File: config.mk
export PLATFORM = sky130hd
export DESIGN_NAME = painterengine_gpu_dma_reader
export DESIGN_NICKNAME = d
export VERILOG_FILES = /design/src/rtl/painterengine_gpu_dma_reader.sv
export SDC_FILE = /design/constraint.sdc
export NUM_CORES = 1
export LEC_CHECK = 0
export CAP_MARGIN = 20
export CORE_MARGIN = 2
export CORE_UTILIZATION = 63
export DETAILED_ROUTE_END_ITERATION = 8
export DONT_BUFFER_PORTS = 1
export GPL_ROUTABILITY_DRIVEN = 0
export PLACE_DENSITY = 0.89
export SETUP_SLACK_MARGIN = 0.05
export SLEW_MARGIN = 5
export SYNTH_ARGS = -nofsm -noshare
export SYNTH_HDL_FRONTEND = slang
export SYNTH_SLANG_ARGS = --single-unit
File: constraint.sdc
create_clock -name i_wire_clock -period 5.95 [get_ports i_wire_clock]
set_input_delay 1.19 -clock i_wire_clock [delete_from_list [all_inputs] [get_ports i_wire_clock]]
set_output_delay 1.19 -clock i_wire_clock [all_outputs]
set_load 0.01 [all_outputs]
File: src/rtl/painterengine_gpu_dma_reader.sv
`timescale 1ns/1ps
// DMA reader: one (address, length) request becomes one AXI4 INCR read burst streamed straight to the client.
// Latency: arvalid two cycles after enable; R-to-client is combinational. Backpressure: rready follows data_next.
// Optional GPU_DMA_READER_4K_CHECK_EN rejects misaligned or 4 KB-crossing requests before any AR is issued.
module painterengine_gpu_dma_reader #(
    parameter int ADDR_WIDTH    = 32,
    parameter int MAX_BURST_LEN = 256
) (
    input  logic                  i_wire_clock,
    input  logic                  i_wire_resetn,
    input  logic [ADDR_WIDTH-1:0] i_wire_reader_address,
    input  logic [31:0]           i_wire_reader_length,
    input  logic                  i_wire_reader_resetn,
    output logic                  o_wire_reader_done,
    output logic                  o_wire_reader_error,
    output logic [31:0]           o_wire_reader_data,
    output logic                  o_wire_reader_data_valid,
    input  logic                  i_wire_reader_data_next,
    output logic [ADDR_WIDTH-1:0] o_wire_m_araddr,
    output logic [7:0]            o_wire_m_arlen,
    output logic [2:0]            o_wire_m_arsize,
    output logic [1:0]            o_wire_m_arburst,
    output logic                  o_wire_m_arvalid,
    input  logic                  i_wire_m_arready,
    input  logic [31:0]           i_wire_m_rdata,
    input  logic [1:0]            i_wire_m_rresp,
    input  logic                  i_wire_m_rlast,
    input  logic                  i_wire_m_rvalid,
    output logic                  o_wire_m_rready
);

    typedef enum logic [2:0] {
        S_IDLE, S_CHECK, S_ADDR, S_DATA, S_DONE, S_ERROR, S_DRAIN
    } state_t;

    state_t                state, state_nxt;
    logic [ADDR_WIDTH-1:0] addr_q;
    logic [ADDR_WIDTH-1:0] ar_addr_nxt;
    logic [31:0]           len_q;
    logic [8:0]            beat_cnt;
    logic                  err_q;
    logic                  req_bad;
    logic                  beat;
    logic                  last_exp;
    logic                  final_beat;
    logic                  burst_bad;
    logic                  en;

    assign en               = i_wire_reader_resetn;
    assign o_wire_m_arsize  = 3'b010;
    assign o_wire_m_arburst = 2'b01;
    assign o_wire_reader_data = i_wire_m_rdata;

`ifdef GPU_DMA_READER_4K_CHECK_EN
    logic [12:0] span_end;

    assign ar_addr_nxt = addr_q;

    always_comb begin
        span_end = {1'b0, addr_q[11:0]} + {len_q[10:0], 2'b00} - 13'd1;
        req_bad  = (len_q == 32'd0) || (len_q > 32'(MAX_BURST_LEN));
        if (addr_q[1:0] != 2'b00 || span_end[12])
            req_bad = 1'b1;
    end
`else
    // Without the check the burst is simply word-aligned; 4 KB compliance is left to the client.
    assign ar_addr_nxt = addr_q & ~ADDR_WIDTH'(3);

    always_comb begin
        req_bad = (len_q == 32'd0) || (len_q > 32'(MAX_BURST_LEN));
    end
`endif

    assign beat       = i_wire_m_rvalid & o_wire_m_rready;
    assign last_exp   = (beat_cnt == {1'b0, o_wire_m_arlen});
    assign final_beat = i_wire_m_rlast | last_exp;
    assign burst_bad  = err_q | (i_wire_m_rresp != 2'b00) | (i_wire_m_rlast != last_exp);

    always_ff @(posedge i_wire_clock or negedge i_wire_resetn) begin
        if (!i_wire_resetn)
            state <= S_IDLE;
        else
            state <= state_nxt;
    end

    always_comb begin
        state_nxt = state;
        case (state)
            S_IDLE: begin
                if (en)
                    state_nxt = S_CHECK;
            end
            S_CHECK: begin
                if (!en)
                    state_nxt = S_IDLE;
                else if (req_bad)
                    state_nxt = S_ERROR;
                else
                    state_nxt = S_ADDR;
            end
            S_ADDR: begin
                if (!en)
                    state_nxt = S_DRAIN;
                else if (o_wire_m_arvalid && i_wire_m_arready)
                    state_nxt = S_DATA;
            end
            S_DATA: begin
                // An abort coinciding with the last beat has already consumed the whole burst.
                if (!en)
                    state_nxt = (i_wire_m_rvalid && i_wire_m_rlast) ? S_IDLE : S_DRAIN;
                else if (beat && final_beat)
                    state_nxt = burst_bad ? S_ERROR : S_DONE;
            end
            S_DONE, S_ERROR: begin
                if (!en)
                    state_nxt = S_IDLE;
            end
            S_DRAIN: begin
                if (!o_wire_m_arvalid && i_wire_m_rvalid && i_wire_m_rlast)
                    state_nxt = S_IDLE;
            end
            default: state_nxt = S_IDLE;
        endcase
    end

    always_comb begin
        o_wire_m_rready          = 1'b0;
        o_wire_reader_data_valid = 1'b0;
        o_wire_reader_done       = 1'b0;
        o_wire_reader_error      = 1'b0;
        case (state)
            S_DATA: begin
                o_wire_m_rready          = en ? (err_q | i_wire_reader_data_next) : 1'b1;
                o_wire_reader_data_valid = en & ~err_q & i_wire_m_rvalid & i_wire_reader_data_next
                                         & (i_wire_m_rresp == 2'b00);
            end
            S_DRAIN: o_wire_m_rready     = 1'b1;
            S_DONE:  o_wire_reader_done  = 1'b1;
            S_ERROR: o_wire_reader_error = 1'b1;
            default: ;
        endcase
    end

    always_ff @(posedge i_wire_clock or negedge i_wire_resetn) begin
        if (!i_wire_resetn) begin
            addr_q           <= '0;
            len_q            <= '0;
            o_wire_m_araddr  <= '0;
            o_wire_m_arlen   <= '0;
            o_wire_m_arvalid <= 1'b0;
            beat_cnt         <= '0;
            err_q            <= 1'b0;
        end else begin
            // AR stays up through an abort until the interconnect takes it.
            if (o_wire_m_arvalid && i_wire_m_arready)
                o_wire_m_arvalid <= 1'b0;
            case (state)
                S_IDLE: begin
                    if (en) begin
                        addr_q <= i_wire_reader_address;
                        len_q  <= i_wire_reader_length;
                    end
                end
                S_CHECK: begin
                    err_q <= 1'b0;
                    if (en && !req_bad) begin
                        o_wire_m_arvalid <= 1'b1;
                        o_wire_m_araddr  <= ar_addr_nxt;
                        o_wire_m_arlen   <= 8'(len_q - 32'd1);
                    end
                end
                S_ADDR: begin
                    if (o_wire_m_arvalid && i_wire_m_arready)
                        beat_cnt <= '0;
                end
                S_DATA: begin
                    if (beat) begin
                        beat_cnt <= beat_cnt + 9'd1;
                        if (i_wire_m_rresp != 2'b00)
                            err_q <= 1'b1;
                    end
                end
                default: ;
            endcase
        end
    end

endmodule

== After elaboration in Yosys (flattened, before gate mapping) ==
Cells that the tools add are included.
Operators by class
  $add $sub $neg: 2
  multipliers: 0
  div/mod/pow operators: 0
  magnitude comparators: 1
  eq/ne operators: 16
  shift operators: 0
  mux-type cells: 26
  bitwise operators: 10
  reduce and logical (&&, ||, !) cells: 21
Operator list (count)
  greater-than comparator 32 x 9 -> 1 bit, second input constant: 1
  zero test 32 bit: 1
  2-to-1 mux 3 bit: 10
  2-to-1 mux 9 bit: 2
  case mux 3 bit (6 select lines): 1
  case mux 9 bit (2 select lines): 1
  inequality test 2 bit, second input constant: 6
  2-to-1 mux 1 bit: 10
  adder 9 x 1 -> 9 bit, second input constant: 1
  == test 3 bit, second input constant: 3
  == test 9 x 8 -> 1 bit: 1
  subtractor 8 x 1 -> 8 bit, second input constant: 1
  == test 3 x 2 -> 1 bit, second input constant: 2
  logical AND 1 bit: 6
  inequality test 3 bit, second input constant: 2
  AND reduction 3 bit: 2
  nonzero test 2 bit: 3
  bitwise AND 1 bit: 5
  AND reduction 5 bit: 1
  bitwise OR 1 bit: 4
  case mux 1 bit (2 select lines): 2
  AND reduction 2 bit: 2
  == test 3 x 1 -> 1 bit, second input constant: 1
  zero test 3 bit: 1
  other kinds (6): 7
Storage, ports and cells
  register bits after elaboration: 116
  bits in latches: 0
  memory bits (writable): 0
  ROM bits: 0
  input port bits: 105
  output and inout port bits: 82
  word-level logic and storage cells: 84
  memories kept: 0

== Longest topological paths before layout ==
Gate-level depths: netlist of the first run.
  depth after elaboration: 8
  mapped depth: 9
  gate-level depth less buffers: 9

== Least setup slack after synthesis of the first run ==
Ideal clock, no wire load.
  path kind: in2out
  start point: in i_wire_reader_resetn
  end point: out o_wire_m_rready
  data arrival time: 2089 ps
  data required time: 4760 ps
  setup slack: 2671 ps
  stages: 4
  buffers on the path: 1
  cell sequence: buf_2 > nor3b_1 > or3_1 > a21boi_0
Between the ends
  longest elaborated chain between the ends: 2
RTL lines
  start, declared: RTL line 13  | input logic i_wire_reader_resetn,
  2-to-1 mux 1 bit: RTL line 133  | o_wire_m_rready = en ? (err_q | i_wire_reader_data_next) : 1'b1;
  case mux 1 bit (2 select lines): RTL line 131  | case (state)
  end, declared: RTL line 29  | output logic o_wire_m_rready
Every way passes these cells.

== Worst setup path in the final report of the first run ==
  start point: reg state[0]
  end point: out o_wire_m_rready
Between the ends
  longest elaborated chain between the ends: 2
  elaborated cells between the ends (all ways): 3
  classes of those cells: 2 x eq/ne; 1 x mux
RTL lines
  start, declared: RTL line 36  | state_t state, state_nxt;
  start signal, assigned: RTL line 83  | state <= state_nxt;
  == test 3 bit or == test 3 x 2 -> 1 bit (tied branches): RTL line 131
  case mux 1 bit (2 select lines) *: RTL line 131
Every way passes the cells marked *; elsewhere a longest branch is shown, timed or not.

==> results.json, run 1 <==
{
  "status": "finished, final reports clean",
  "start_util_pct": 64.6,
  "dr_wl_met3_um": 925,
  "synth_sequential_area_ratio_pct": 54.3,
  "finalCritPeriodShare_pct": 55.4,
  "syn-cell-area_um2": 5260,
  "synth-warning-count": 0,
  "drt-met1-wl_mm": 3.69,
  "grt_setup_unrepaired": "false",
  "grt_pass1_vias": 3206,
  "cp_num_buf_inv": 1,
  "cts_buffer_depth": 2,
  "arrival_ns": 2.11,
  "antenna_left": 0,
  "synth-async-reset-ratio_pct": 100,
  "required_ns": 4.76,
  "via_count": 2983,
  "overflow": 0,
  "yosysTopAreaCell": "dfrtp_1",
  "worstSetupPathType": "flop to primary output",
  "yosys.area.top_type_share_pct": 54.3,
  "io_buffers": 0,
  "ir_drop_v": 0.000355,
  "avgSynthCellArea_um2": 12.9,
  "path_delay_family": "flip-flops",
  "synth_cells": 407,
  "placedCellCount": 465,
  "p_comb_share_pct": 19.4,
  "post_cts_resize_count": 0,
  "fmax_mhz": 303,
  "synthTopCellsByArea": "dfrtp_1 (54%), mux2_2 (20%), buf_4 (5.6%), xnor2_1 (2.0%), nor2_1 (1.2%)",
  "p_leak_nw": 2.52,
  "worstSetupStartpointType": "flop",
  "wl_per_cell_um": 19.8,
  "crit_path_top_delay_cell": "dfrtp_1",
  "wl_met2_mm": 5.10,
  "die_width_um": 95.3,
  "pwr-share-seq_pct": 42.7,
  "setup_viol": 0,
  "num_antenna_cells": 0,
  "pwr-share-clk_pct": 37.9,
  "cts_setup_buffers": 0,
  "clk_pin_slew_ns": 0.06,
  "critPathMaxFanout": 14,
  "hold_buffers": 0,
  "io_pins": 187,
  "synth_ff_type": "dfrtp_1",
  "layout_min_cycle_time_ns": 3.30,
  "detail_route.iter0.violations": 140,
  "max_slew_margin_pct": 32.0,
  "die_area_um2": 9090,
  "tritoncts": "yes",
  "p_per_area_nw_per_um2": 490,
  "final_util_pct": 69.7,
  "ys_ff_latch": 114,
  "std_cell_rows": 33,
  "setup_tns_ns": 0,
  "cp-end-kind": "primary output",
  "nNetsFinal": 488,
  "dpl.hpwl_mm": 6.71,
  "grt_max_degree": 115,
  "worst_skew_pair.late_latency_ns": 0.49,
  "slew_violations": 0,
  "drtPass1Iterations": 4,
  "root_buffer": "clkbuf_8",
  "slowest_delay_ns": 0.63,
  "dr.max_layer_used": "met4",
  "maxCapViolCount": 0,
  "hold_viol": 0,
  "dieHeight_um": 95.3,
  "tightestPinTransition_ns": 1.01,
  "coreArea_um2": 8130,
  "synthDistinctLibCells": 46,
  "internal-power_w": 0.00203,
  "cp_cell_sequence": "inv_1 -> or3_1 -> a21boi_0",
  "viasPerCell": 6.00,
  "cts_buffers": 17,
  "drc": 0,
  "p_sw_share_pct": 26.9,
  "timing.reg2reg.setup_slack_ns": 2.71,
  "syn_to_final_growth_pct": 7.86,
  "antenna_found_initial": 0,
  "wirelength_mm": 9.85,
  "hold_class": "input pin to asynchronous set/reset pin",
  "dp_slack_ns": 2.43,
  "clock_skew_ns": 0.00744,
  "grt_pass1_wl_mm": 15.7,
  "timing.final.ws_setup_ns": 2.65,
  "nFillCells": 556,
  "clock_sinks": 114,
  "drive_gt1_share_pct": 34.4,
  "synth_enable_flop_cells": 0,
  "htreeDepth": 4,
  "layout.cells.non_filler": 497,
  "p_switching_w": 0.000747,
  "hold_slack_ns": 0.386,
  "grtUsageTotal_pct": 23.2
}
cell type report:
type | count | area [um^2] | area share [%]
tap | 105 | 131 | 2.32
inverter | 9 | 33.8 | 0.596
sequential | 114 | 2850 | 50.3
clock buffer | 20 | 445 | 7.86
clock inverter | 12 | 180 | 3.18
timing repair buffer | 2 | 15.0 | 0.265
multi-input combinational | 235 | 2010 | 35.5
state kept, by name, indices dropped and copies added, names as in the netlist:
name	count
addr_q	30
state	3
o_wire_m_arlen	8
len_q	32
o_wire_m_arvalid	1
beat_cnt	9
err_q	1
o_wire_m_araddr	30
cells in the final DEF (no fill, tap or decap), drive strengths merged, types with 2 or more instances in the layout:
| cell type | n |
|---|---|
| o2111ai | 2 |
| nor3 | 7 |
| nand4 | 5 |
| clkbuf | 20 |
| a21boi | 2 |
| dfrtp | 114 |
| mux2i | 3 |
| and4b | 2 |
| nand4b | 3 |
| a21oi | 4 |
| or4 | 2 |
| nand2 | 14 |
| o41ai | 2 |
| bufinv | 4 |
| nand3 | 9 |
| nand2b | 2 |
| buf | 2 |
| or3b | 3 |
| o21a | 2 |
| xor2 | 7 |
| mux2 | 96 |
| a31oi | 2 |
| ha | 4 |
| o21ai | 5 |
| clkinv | 5 |
| inv | 10 |
| conb | 7 |
| clkinvlp | 2 |
| xnor2 | 12 |
| nor4 | 9 |
| or3 | 3 |
| nor2 | 17 |
| o31ai | 2 |
Yosys cell counts, types with 3 or more instances:
master	n
a21oi_1	4
buf_2	6
buf_4	39
buf_6	4
clkbuf_1	5
dfrtp_1	114
ha_1	4
inv_1	9
mux2_2	95
mux2i_1	3
nand2_1	14
nand3_1	9
nand4_1	5
nand4b_1	3
nor2_1	17
nor3_1	6
nor4_1	7
o21ai_0	5
or3_1	3
or3b_2	3
xnor2_1	12
xor2_1	7
cell families (layout without fill, tap and decap cells):
group / count (synthesis) / count (layout) / synth area share (%)
compound gates: 25 / 25 / 3.29
xor+xnor: 19 / 19 / 3.17
fa+ha+maj: 4 / 4 / 0.952
buf+inv: 63 / 43 / 8.00
flops: 114 / 114 / 54.3
mux: 99 / 99 / 21.1
other cells: 2 / 7 / 0.143
simple gates: 81 / 81 / 9.02
power groups by stage:
stage               combinational [W]  sequential [W]  clock, W
floorplan                    0.000516         0.00112         0
detailed placement           0.000539         0.00119         0
global placement             0.000509         0.00117         0
global route                 0.000592         0.00122   0.00111
finish                       0.000538         0.00119   0.00105
CTS                          0.000545         0.00119   0.00106
layer usage:
metal  vias to the layer above  track usage, %
li1                       1340               -
met1                      1509            26.0
met2                       119            39.2
met3                        15            10.8
met4                         0            7.73
met5                         -               0
worst paths after layout:
path	from	to	cells past startpoint
min reg2reg	addr_q[2]	o_wire_m_araddr[2]	1
min	i_wire_resetn	state[2]	0
max reg2reg	len_q[0]	o_wire_m_araddr[21]	7
max	state[0]	o_wire_m_rready	3
min in group i_wire_clock	addr_q[2]	o_wire_m_araddr[2]	1
max in group asynchronous	i_wire_resetn	len_q[7]	0
metrics by stage:
stage | total power [W] | area [um^2]
5_1_grt | 0.00292 | 5670
2_1_floorplan | 0.00163 | 5270
3_3_place_gp | 0.00168 | 5040
6_report | 0.00277 | 5670
4_1_cts | 0.00280 | 5670
3_5_place_dp | 0.00173 | 5040
Note: power is estimated with default switching activity, not from simulation.
==> run 2: changes to the inputs <==
==> constraint.sdc (replaced) <==
create_clock -name i_wire_clock -period 3.2 [get_ports i_wire_clock]
set_input_delay 0.64 -clock i_wire_clock [delete_from_list [all_inputs] [get_ports i_wire_clock]]
set_output_delay 0.64 -clock i_wire_clock [all_outputs]
set_load 0.01 [all_outputs]
==> results.json, run 2 (same netlist as run 1, synthesis figures left out) <==
{
  "detail_route.iter0.violations": 106,
  "grt_setup_unrepaired": "false",
  "hold_class": "input pin to asynchronous set/reset pin",
  "coreArea_um2": 8130,
  "nFillCells": 564,
  "layout_min_cycle_time_ns": 2.71,
  "cts_buffers": 17,
  "layout_common_cells": "dfrtp_1 (114), mux2_2 (95), nor2_1 (17), clkbuf_16 (16), nand2_1 (14)",
  "regMostFlops": "len_q",
  "htreeDepth": 4,
  "final_cell_area_um2": 5590,
  "io_pins": 187,
  "via_count": 2951,
  "finalCritPeriodShare_pct": 84.7,
  "layout.cells.non_filler": 498,
  "dpl.hpwl_mm": 6.49,
  "hold_slack_ns": -0.156,
  "maxCapViolCount": 0,
  "area.sequential_um2": 2850,
  "cp.depth": 3,
  "slew_violations": 0,
  "final_common_cell": "dfrtp_1",
  "ff2ff_path_depth": 9,
  "start_util_pct": 64.6,
  "hold_viol": 114,
  "cts_buffer_depth": 2,
  "syn_to_final_growth_pct": 6.36,
  "critPathMaxFanout": 14,
  "violations": "negative hold slack",
  "tritoncts": "yes",
  "clk_pin_slew_ns": 0.06,
  "die_width_um": 95.3,
  "fmax_mhz": 369,
  "wl_per_cell_um": 18.8,
  "dpl_cell_area_um2": 5060,
  "slowest_delay_ns": 0.61,
  "worstSetupPathType": "flop to primary output",
  "setup_viol": 0,
  "setup_tns_ns": 0,
  "tightestPinTransition_ns": 0.687,
  "overflow": 0,
  "largest_registers": "len_q: 32 flops, addr_q: 30 flops, o_wire_m_araddr: 30 flops",
  "wirelength_mm": 9.35,
  "antenna_found_initial": 0,
  "final_util_pct": 68.7,
  "antenna_left": 0,
  "cts_setup_buffers": 0,
  "drive_gt1_share_pct": 34.6,
  "path_delay_family": "flip-flops",
  "dieHeight_um": 95.3,
  "required_ns": 2.56,
  "grt_pass1_vias": 3098,
  "post_cts_resize_count": 0,
  "dp_slack_ns": 0.626,
  "cp_num_buf_inv": 1,
  "ir_drop_v": 0.000550,
  "cp-end-kind": "primary output",
  "status": "finished, violations left",
  "timing.final.ws_setup_ns": 0.490,
  "p_per_area_nw_per_um2": 864,
  "p_leak_nw": 2.46,
  "cp_cell_sequence": "inv_1 -> or3_1 -> a21boi_0",
  "placedCellCount": 466,
  "grtUsageTotal_pct": 22.1,
  "root_buffer": "clkbuf_8",
  "grt_max_degree": 115,
  "std_cell_rows": 33,
  "viasPerCell": 5.93,
  "drc": 0,
  "io_buffers": 0,
  "clock_skew_ns": 0.0101,
  "max_slew_margin_pct": 53.9,
  "grt_pass1_wl_mm": 15.2,
  "clock_sinks": 114,
  "die_area_um2": 9090,
  "drtPass1Iterations": 5,
  "crit_path_top_delay_cell": "dfrtp_1",
  "worstSetupStartpointType": "flop",
  "worst_skew_pair.late_latency_ns": 0.49,
  "arrival_ns": 2.07,
  "largest_reg_flops": 32,
  "multi_input_area_um2": 2010,
  "nNetsFinal": 489,
  "num_antenna_cells": 0
}
run 2: cell count changes in the layout (fill, tap and decap cells not counted), sizes merged:
cell and delta:
clkinvlp +6, bufinv -4, clkinv -3, inv +3
clkbuf -2, buf +1
run 2: final timing paths:
path | from | to | slack [ns]
max | state[0] | o_wire_m_rready | 0.49
min | i_wire_resetn | beat_cnt[6] | -0.16
max reg2reg | o_wire_m_arlen[1] | state[1] | 0.57
min reg2reg | addr_q[4] | o_wire_m_araddr[4] | 0.49
max in group asynchronous | i_wire_resetn | o_wire_m_araddr[15] | 3.17
min in group i_wire_clock | i_wire_reader_length[0] | len_q[0] | 0.28
run 2: worst reg2reg max path, stage by stage (launching register included):
cell     delay, ns
dfrtp_1       0.45
xnor2_1       0.17
nand4_1       0.10
nor3_1        0.19
nand4_1       0.15
ha_1          0.20
or3b_2        0.44
o21ai_0       0.36
nand2_1       0.09
or3_1         0.35
run 2: power by group:
part | switching, W | leakage (nW) | total (W) | internal [W]
registers | 0.000316 | 1.44 | 0.00219 | 0.00188
clock network | 0.000678 | 0.233 | 0.00164 | 0.000957
logic | 0.000405 | 0.790 | 0.00100 | 0.000596
run 2: per-stage QoR:
stage / total power [W] / hold WS [ns]
6_report: 0.00483 / -0.156
4_1_cts: 0.00488 / -0.175
2_1_floorplan: 0.00304 / 0.344
3_5_place_dp: 0.00322 / 0.348
5_1_grt: 0.00511 / -0.192
3_3_place_gp: 0.00313 / 0.347
run 2: layout make-up:
type | count | share of cell area, %
clock buffer | 18 | 7.48
clock inverter | 14 | 1.95
inverter | 9 | 0.604
multi-input combinational | 235 | 36.0
sequential | 114 | 51.0
tap | 105 | 2.35
timing repair buffer | 3 | 0.627
run 2: per-layer routing:
layer	GRT usage, %	up-vias	wire length, um
li1	-	1342	-
met1	26.2	1491	3680
met2	36.8	110	4790
met3	9.01	8	817
met4	7.25	0	61
met5	0	-	0
